$ cat src/rtl/i2c_reg_reader_100khz.sv
`timescale 1ns/1ps
// i2c_reg_reader_100khz
//   Single-master I2C register reader clocked by the 100 kHz tick clock.
//   A one-cycle START request in IDLE runs the following bus sequence:
//   START, addr+W, reg, repeated START, addr+R, N data bytes, STOP.
//   Each bus slot is 4 clocks, so SCL runs at 25 kHz.
//   No clock stretching and no arbitration.
// Ports
//   CLK_100KHZ_IN  clock; all logic runs on its rising edge
//   RESET          asynchronous, active-low reset
//   START          one-cycle transfer request, honoured only in IDLE
//   REG_ADDR       sensor register address, latched when START is accepted
//   NUM_BYTES      read length; 0 reads 1 byte, values above MAX_BYTES are clamped
//   SDA_IN         SDA pad level
//   SCL_OUT        SCL level (1 = released)
//   SDA_OE         1 = pull SDA low, 0 = release it
//   BUSY           high from the cycle after an accepted START through the last STOP cycle
//   DATA_OUT       read result, right-justified, first byte most significant
//   DATA_VALID     one-cycle pulse when a transfer completes successfully
//   ACK_ERR        sticky flag: the slave NACKed an address or register byte
module i2c_reg_reader_100khz #(
  parameter logic [6:0] DEV_ADDR  = 7'h77,
  parameter int         MAX_BYTES = 3
) (
  input  logic                   CLK_100KHZ_IN,
  input  logic                   RESET,
  input  logic                   START,
  input  logic [7:0]             REG_ADDR,
  input  logic [1:0]             NUM_BYTES,
  input  logic                   SDA_IN,
  output logic                   SCL_OUT,
  output logic                   SDA_OE,
  output logic                   BUSY,
  output logic [8*MAX_BYTES-1:0] DATA_OUT,
  output logic                   DATA_VALID,
  output logic                   ACK_ERR
);

  localparam int         DW      = 8 * MAX_BYTES;
  localparam logic [1:0] MAX_NUM = 2'(MAX_BYTES);

  typedef enum logic [3:0] {
    S_IDLE, S_START, S_ADDR_W, S_ACK1, S_REG, S_ACK2, S_RSTART,
    S_ADDR_R, S_ACK3, S_RD, S_MACK, S_STOP, S_DONE
  } state_t;

  state_t          state_reg, state_next;
  logic [1:0]      phase_reg;
  logic [2:0]      bit_cnt_reg;
  logic [1:0]      byte_cnt_reg;
  logic [1:0]      num_reg;
  logic [7:0]      reg_addr_reg;
  logic [7:0]      rx_reg;
  logic            sda_smp_reg;
  logic [DW-1:0]   data_out_reg;
  logic            ack_err_reg;

  logic            in_slot, slot_end, byte_end, last_byte, start_ok;
  logic            shift_state, ack_state;
  logic            scl_level, sda_drive;
  logic [7:0]      tx_byte;
  logic            tx_bit;
  logic [1:0]      num_clamped;
  logic [7:0]      rx_next;
  logic [DW+7:0]   data_cat;

  assign in_slot     = (state_reg != S_IDLE) && (state_reg != S_DONE);
  assign slot_end    = (phase_reg == 2'd3);
  assign byte_end    = slot_end && (bit_cnt_reg == 3'd7);
  // byte_cnt_reg already counts the byte just received when MACK is reached
  assign last_byte   = (byte_cnt_reg == num_reg);
  assign start_ok    = (state_reg == S_IDLE) && START;
  assign shift_state = (state_reg == S_ADDR_W) || (state_reg == S_REG) ||
                       (state_reg == S_ADDR_R) || (state_reg == S_RD);
  assign ack_state   = (state_reg == S_ACK1) || (state_reg == S_ACK2) ||
                       (state_reg == S_ACK3);
  assign rx_next     = {rx_reg[6:0], sda_smp_reg};
  assign data_cat    = {data_out_reg, rx_next};

  always_comb begin
    num_clamped = NUM_BYTES;
    if (NUM_BYTES == 2'd0)
      num_clamped = 2'd1;
    else if (NUM_BYTES > MAX_NUM)
      num_clamped = MAX_NUM;
  end

  always_comb begin
    tx_byte = 8'hFF;
    case (state_reg)
      S_ADDR_W: tx_byte = {DEV_ADDR, 1'b0};
      S_REG:    tx_byte = reg_addr_reg;
      S_ADDR_R: tx_byte = {DEV_ADDR, 1'b1};
      default:  tx_byte = 8'hFF;
    endcase
  end

  // Bytes go out MSB first
  assign tx_bit = tx_byte[3'd7 - bit_cnt_reg];

  // Next-state and bus levels; SDA only moves in p0 (SCL low) except the
  // deliberate START / repeated START / STOP edges.
  always_comb begin
    state_next = state_reg;
    scl_level  = 1'b1;
    sda_drive  = 1'b0;
    case (state_reg)
      S_IDLE: begin
        if (START) state_next = S_START;
      end
      S_START: begin
        scl_level = (phase_reg < 2'd2);
        sda_drive = (phase_reg != 2'd0);
        if (slot_end) state_next = S_ADDR_W;
      end
      S_ADDR_W, S_REG, S_ADDR_R: begin
        scl_level = (phase_reg == 2'd1) || (phase_reg == 2'd2);
        sda_drive = ~tx_bit;
        if (byte_end) begin
          if (state_reg == S_ADDR_W)   state_next = S_ACK1;
          else if (state_reg == S_REG) state_next = S_ACK2;
          else                         state_next = S_ACK3;
        end
      end
      S_ACK1, S_ACK2, S_ACK3: begin
        scl_level = (phase_reg == 2'd1) || (phase_reg == 2'd2);
        if (slot_end) begin
          if (sda_smp_reg)              state_next = S_STOP;
          else if (state_reg == S_ACK1) state_next = S_REG;
          else if (state_reg == S_ACK2) state_next = S_RSTART;
          else                          state_next = S_RD;
        end
      end
      S_RSTART: begin
        scl_level = (phase_reg == 2'd1) || (phase_reg == 2'd2);
        sda_drive = (phase_reg >= 2'd2);
        if (slot_end) state_next = S_ADDR_R;
      end
      S_RD: begin
        scl_level = (phase_reg == 2'd1) || (phase_reg == 2'd2);
        if (byte_end) state_next = S_MACK;
      end
      S_MACK: begin
        scl_level = (phase_reg == 2'd1) || (phase_reg == 2'd2);
        sda_drive = ~last_byte;          // NACK the final byte
        if (slot_end) state_next = last_byte ? S_STOP : S_RD;
      end
      S_STOP: begin
        scl_level = (phase_reg != 2'd0);
        sda_drive = (phase_reg < 2'd2);
        // an address/register NACK ends without a completion pulse
        if (slot_end) state_next = ack_err_reg ? S_IDLE : S_DONE;
      end
      S_DONE: begin
        state_next = S_IDLE;
      end
      default: state_next = S_IDLE;
    endcase
  end

  always_ff @(posedge CLK_100KHZ_IN or negedge RESET) begin
    if (!RESET) begin
      state_reg    <= S_IDLE;
      phase_reg    <= 2'd0;
      bit_cnt_reg  <= 3'd0;
      byte_cnt_reg <= 2'd0;
      num_reg      <= 2'd0;
      reg_addr_reg <= 8'd0;
      rx_reg       <= 8'd0;
      sda_smp_reg  <= 1'b0;
      data_out_reg <= '0;
      ack_err_reg  <= 1'b0;
    end else begin
      state_reg <= state_next;
      // phase wraps 3 -> 0 at every slot boundary, so it stays aligned
      // across state changes without an explicit clear
      phase_reg <= in_slot ? phase_reg + 2'd1 : 2'd0;
      if (phase_reg == 2'd2)
        sda_smp_reg <= SDA_IN;
      if (shift_state && slot_end)
        bit_cnt_reg <= bit_cnt_reg + 3'd1;
      if ((state_reg == S_RD) && slot_end) begin
        rx_reg <= rx_next;
        if (bit_cnt_reg == 3'd7) begin
          data_out_reg <= data_cat[DW-1:0];
          byte_cnt_reg <= byte_cnt_reg + 2'd1;
        end
      end
      if (ack_state && slot_end && sda_smp_reg)
        ack_err_reg <= 1'b1;
      if (start_ok) begin
        reg_addr_reg <= REG_ADDR;
        num_reg      <= num_clamped;
        bit_cnt_reg  <= 3'd0;
        byte_cnt_reg <= 2'd0;
        data_out_reg <= '0;
        ack_err_reg  <= 1'b0;
      end
    end
  end

  assign SCL_OUT    = scl_level;
  assign SDA_OE     = sda_drive;
  assign BUSY       = in_slot;
  assign DATA_OUT   = data_out_reg;
  assign DATA_VALID = (state_reg == S_DONE);
  assign ACK_ERR    = ack_err_reg;

endmodule

$ cat config.mk
export PLATFORM = sky130hd
export DESIGN_NAME = i2c_reg_reader_100khz
export DESIGN_NICKNAME = d
export VERILOG_FILES = /design/src/rtl/i2c_reg_reader_100khz.sv
export SDC_FILE = /design/constraint.sdc
export NUM_CORES = 1
export LEC_CHECK = 0
export CORE_MARGIN = 5
export CORE_UTILIZATION = 45
export CTS_CLUSTER_DIAMETER = 100
export DETAILED_ROUTE_END_ITERATION = 10
export PLACE_DENSITY = 0.68
export SLEW_MARGIN = 20
export SYNTH_ARGS = -nofsm -noshare
export SYNTH_HDL_FRONTEND = slang
export SYNTH_SLANG_ARGS = --single-unit
$ cat constraint.sdc
create_clock -name CLK_100KHZ_IN -period 2.6 [get_ports CLK_100KHZ_IN]
set_clock_uncertainty 0.1 [all_clocks]
set_input_delay 0.65 -clock CLK_100KHZ_IN [delete_from_list [all_inputs] [get_ports CLK_100KHZ_IN]]
set_output_delay 0.65 -clock CLK_100KHZ_IN [all_outputs]
set_load 0.005 [all_outputs]
# After elaboration in Yosys (flattened, before gate mapping)
# Cells that the tools add are included.
# Widths: inputs -> output; s select.
word_totals:
  word_cells: 106
  register_bits: 54
  in_bits: 14
  out_inout_bits: 29
classes:
  magnitude_cmp: 4
  muxes: 34
  eq_ne: 26
  bitwise_logic: 2
  addsub: 4
  n_reduce_logical: 26
ops:
  columns: ["cell", "n"]
  rows:
  - ["$mux 24", 3]
  - ["$mux 4", 14]
  - ["$pmux 4 s8", 1]
  - ["$pmux 8 s3", 1]
  - ["$eq 4x4->1 const B", 5]
  - ["$eq 4x3->1 const B", 4]
  - ["$ne 2x2->1 const B", 8]
  - ["$mux 2", 7]
  - ["$reduce_bool 2->1", 5]
  - ["$reduce_or 9->1", 1]
  - ["$eq 4x2->1 const B", 2]
  - ["$reduce_and 8->1", 1]
  - ["$logic_and 1x1->1", 7]
  - ["$logic_or 1x1->1", 6]
  - ["$mux 3", 2]
  - ["$reduce_or 3->1", 2]
  - ["$pmux 1 s5", 1]
  - ["$add 2x1->2 const B", 2]
  - ["$eq 2x2->1 const B", 2]
  - ["$eq 4x1->1 const B", 1]
  - ["$logic_not 4->1", 1]
  - ["$lt 3x4->1 const B", 1]
  - ["$ne 4x4->1 const B", 1]
  - ["$reduce_bool 4->1", 1]
  - ["14 further kinds", 17]

# Longest topological paths before layout
logic_depth:
  word_depth: 7
  ltp_mapped: 7
  mapped_depth_nobuf: 5

# Worst setup path after synthesis
# No wires, ideal clock.
synth_path:
  path_kind: "register to output"
  start: "reg state_reg[0]"
  end: "out SDA_OE"
  path_buffers: 1
  required_time_ns: 1.850
  stages_incl_launch_ff: 6
  arrival_time_ns: 1.421
  path_slack_ns: 0.429
  path_cell_list: "dfrtp_1 -> buf_6 -> or4b_4 -> o22ai_2 -> o21a_2 -> o221ai_2"
synth_between:
  elab_chain_cells: 6
  elab_cells_between_ends: 13
  cone_classes: "eq/ne: 7; mux: 4; bitwise: 1; reduce/logical: 1"
synth_rtl:
  columns: ["element", "line_no", "rtl"]
  rows:
  - ["start: declaration", "47", "state_t state_reg, state_next;"]
  - ["start signal: assignment", "174", "state_reg <= state_next;"]
  - ["$eq 4x3->1 or $eq 4x2->1 (tied branches)", "90, 107", null]
  - ["$pmux 8 s3", "90", "case (state_reg)"]
  - ["$bmux 1 s3", "99", "assign tx_bit = tx_byte[3'd7 - bit_cnt_reg];"]
  - ["$mux 1 (not written as such)", "99", null]
  - ["$not 1->1", "118", "sda_drive = ~tx_bit;"]
  - ["$pmux 1 s5 *", "107", "case (state_reg)"]
  - ["end: declaration", "32", "output logic SDA_OE,"]
# Every way passes the cells marked *; elsewhere a longest branch is shown, timed or not. The select of a mux whose other input is x is not followed.

# Worst setup path in the final report
# Ends and elaborated chain as after synthesis.

==> Implementation_results.wiki <==
{| class="wikitable"
! Metric !! Value
|-
| Final global-route overflow total || 0
|-
| Initial antenna violation count || 0
|-
| Post-synthesis cell type count || 50
|-
| Number of violations of the max-capacitance limit || 0
|-
| Critical R2R Launch || state_reg[2]
|-
| Crit. Startpoint || state_reg[0]
|-
| FMAX || 0.3975 GHz
|-
| Number of clock sinks || 54
|-
| Critical path fanouts, max || 2
|-
| GRT Util Overall || 17.97%
|-
| GR Layer Usage met2 || 28.08%
|-
| Minimum period implied by the final worst setup slack || 2.516 ns
|-
| Combined area of all synthesized cells || 2774 um2
|-
| Total number of vias || 2237
|-
| TritonCTS clock tree || done
|-
| P per Cell Area || 1086 nW/um2
|-
| Overall die area || 7834 um2
|-
| Worst slew pin tran || 0.5087 ns
|-
| Number of flip-flops in the largest register || 24
|-
| Slowest cell on crit path || or4b_4
|-
| Global-route met3 utilization || 2.700%
|-
| Final Net Count || 364
|-
| Clock transition at path regs || 0.10 ns
|-
| Mapped Cells || 301
|-
| WS Path Type || reg2out
|-
| Effective utilization at floorplan || 46.58%
|-
| Number of placed cells counting well taps || 413
|-
| Width of the die || 88.51 um
|-
| Maximum number of pins on one net before global-route repair || 35
|-
| Bufs and invs on worst path || 1
|-
| Flop-to-flop setup slack || 0.51 ns
|-
| Worst vdd ir || 0.0006159 V
|-
| Most congested layer reported by global routing || met2
|-
| Number of violations reported at the end of detailed-routing iteration 0 || 107
|-
| Clock Tree Buf Depth || 2
|-
| DR DRC count || 0
|-
| Wire length of the first global-routing pass || 10.90 mm
|-
| Hold violation total from the final report || 0
|-
| Met1 capacity usage during global routing || 25.80%
|-
| Core Area || 5956 um2
|-
| Total wire length || 6.457 mm
|-
| Capturing point of the worst reg2reg path || byte_cnt_reg[1]
|-
| Clock network latency to the later pin of the worst-skew pair || 0.31 ns
|-
| Nets in the synthesized netlist || 320
|-
| Setup violations, final || 0
|-
| Hold WC Path Type || in2async
|-
| Worst Setup Start Kind || flop
|-
| Number of hold buffers added after CTS || 0
|-
| Number of global-route vias before repair || 2204
|-
| Number of warnings reported in the yosys synthesis log || 0
|-
| Vias per std cell || 5.314
|-
| Delay-heaviest family, CP || simple AND/OR/NAND/NOR gates
|-
| Cell row count || 28
|-
| Result of the run || complete, no violations
|-
| Area share of the leading cell type in the synthesized netlist || 48.71%
|-
| Commonest register cell after synthesis || dfrtp_1
|-
| Setup repair after global routing missed its margin || yes
|-
| Cell-by-cell listing of the critical path || or4b_4, o22ai_2, o21a_2, o221ai_2, clkbuf_2
|-
| Fraction of final layout cells sized beyond drive strength 1 || 14.16%
|-
| Routability congestion estimate || 0.8634
|-
| Post-DP HPWL || 4.613 mm
|-
| Final worst path period share || 96.76%
|-
| Crit path capture type || output port
|-
| Remaining max-slew budget at the tightest pin || 66.09%
|-
| Number of synthesized register bits || 54
|-
| Boundary Pins || 43
|-
| Area contributors post-synth || dfrtp_1, nand2_1, nand3_1
|-
| Residual antenna-violating net count after detailed routing || 0
|-
| Clock buffers created by TritonCTS || 5
|-
| Leakage dissipation || 0.001633 uW
|-
| Worst path arrival time || 1.77 ns
|-
| Buffer type at the clock tree root || clkbuf_8
|-
| ANT cells || 0
|-
| Relative area change from synthesis to final layout || 24.27%
|-
| EDFF count, synth || 0
|-
| Number of H-tree levels || 2
|-
| Leading cell types by count after synthesis || nand2_1, dfrtp_1, nand3_1
|-
| Synth async-reset ratio || 100.0%
|-
| Crit-path max cell delay || 0.55 ns
|-
| Count of input and output buffers || 42
|-
| Post-Synthesis Mean Instance Area || 9.216 um2
|-
| Max-slew violation count || 0
|-
| WP data required || 1.85 ns
|-
| Most frequent cell after synthesis || nand2_1
|-
| Sequential fraction of the synthesis area || 48.71%
|-
| 1st-pass router iterations || 4
|-
| Worst hold slack across all endpoints || 0.1941 ns
|-
| Chip Height || 88.51 um
|-
| Cells on worst reg2reg path || 6
|-
| Final std cells w/o fill || 421
|-
| Cell accounting for the most synthesized area || dfrtp_1
|-
| Routed wirelength normalized by instance count || 15.34 um
|}
-- logic make-up after synthesis --
group / Yosys count / share of synthesized area (%)
xor gates and xnor gates: 4 / 1.263
buffers and inverters: 31 / 5.458
adders and majority gates: 5 / 2.255
muxes: 16 / 6.180
and+or+nand+nor: 150 / 25.30
DFF: 54 / 48.71
AOI/OAI and AO/OA: 41 / 10.83
-- power by group --
part / leakage, uW / switching [uW] / internal (uW)
Combinational: 0.000876 / 889 / 935
Clock: 0.0000506 / 298 / 202
Sequential: 0.000707 / 279 / 1140
-- layer usage --
| layer | vias to the layer above | routed length, um | part of all wire, % |
|---|---|---|---|
| met1 | 1062 | 2963 | 46 |
| met2 | 53 | 3118 | 48 |
| met3 | 4 | 291 | 4.5 |
| met5 | - | 0 | 0 |
| li1 | 1118 | - | - |
| met4 | 0 | 83 | 1.3 |
-- worst max path at each step --
stage,end,slack [ns],depth (start not counted)
after detailed placement,SDA_OE,0.05,4
after floorplan,SDA_OE,0.43,5
final,SDA_OE,0.08,5
after global routing,SCL_OUT,-0.002,7
after CTS,SDA_OE,-0.04,5
after global placement,SDA_OE,0.06,4
-- worst register-to-register path: cells and delay by family (launching register included) --
family,cells,cell delay (ns)
buffers and inverters,2,0.29
and+or+nand+nor,3,1.05
AOI/OAI and AO/OA,1,0.14
DFF,1,0.44
-- timing repair --
action                                  CTS  global route
setup buffers                             0             0
cloned                                    0             0
endpoints found under the setup margin    2             4
gates resized for setup                   4            13
pin swaps                                 0             2
-- area by class of cell --
class	count	area [um2]
clock buffer	5	68.82
clock inverter	3	28.78
fill	550	2509
inverter	9	33.78
multi-input combinational	216	1297
sequential	54	1351
tap	75	93.84
timing repair buffer	59	573.1
-- cell usage in the layout (no fill, tap or decap), types with 6 or more instances in the layout --
cell             instances
a21oi_1                  8
dfrtp_1                 54
nand3_1                 28
nor3_1                   6
inv_1                    9
mux2i_1                  7
buf_4                   12
a31oi_1                  7
nand2_1                 84
clkdlybuf4s50_1         37
mux2_2                   8
-- per-stage QoR --
stage | total power (uW) | util, % | TNS (ns) | cell area (um2) | setup slack (ns)
floorplan | 2480 | - | 0 | 2774 | 0.4290
global placement | 3188 | 55.50 | 0 | 3306 | 0.06442
detailed placement | 3220 | 55.50 | 0 | 3306 | 0.04755
CTS | 3712 | 57.16 | -0.03959 | 3405 | -0.03959
global route | 4057 | 57.88 | -0.001627 | 3447 | -0.001627
finish | 3743 | 57.88 | 0 | 3447 | 0.08432
(Power assumes the default switching activity.)
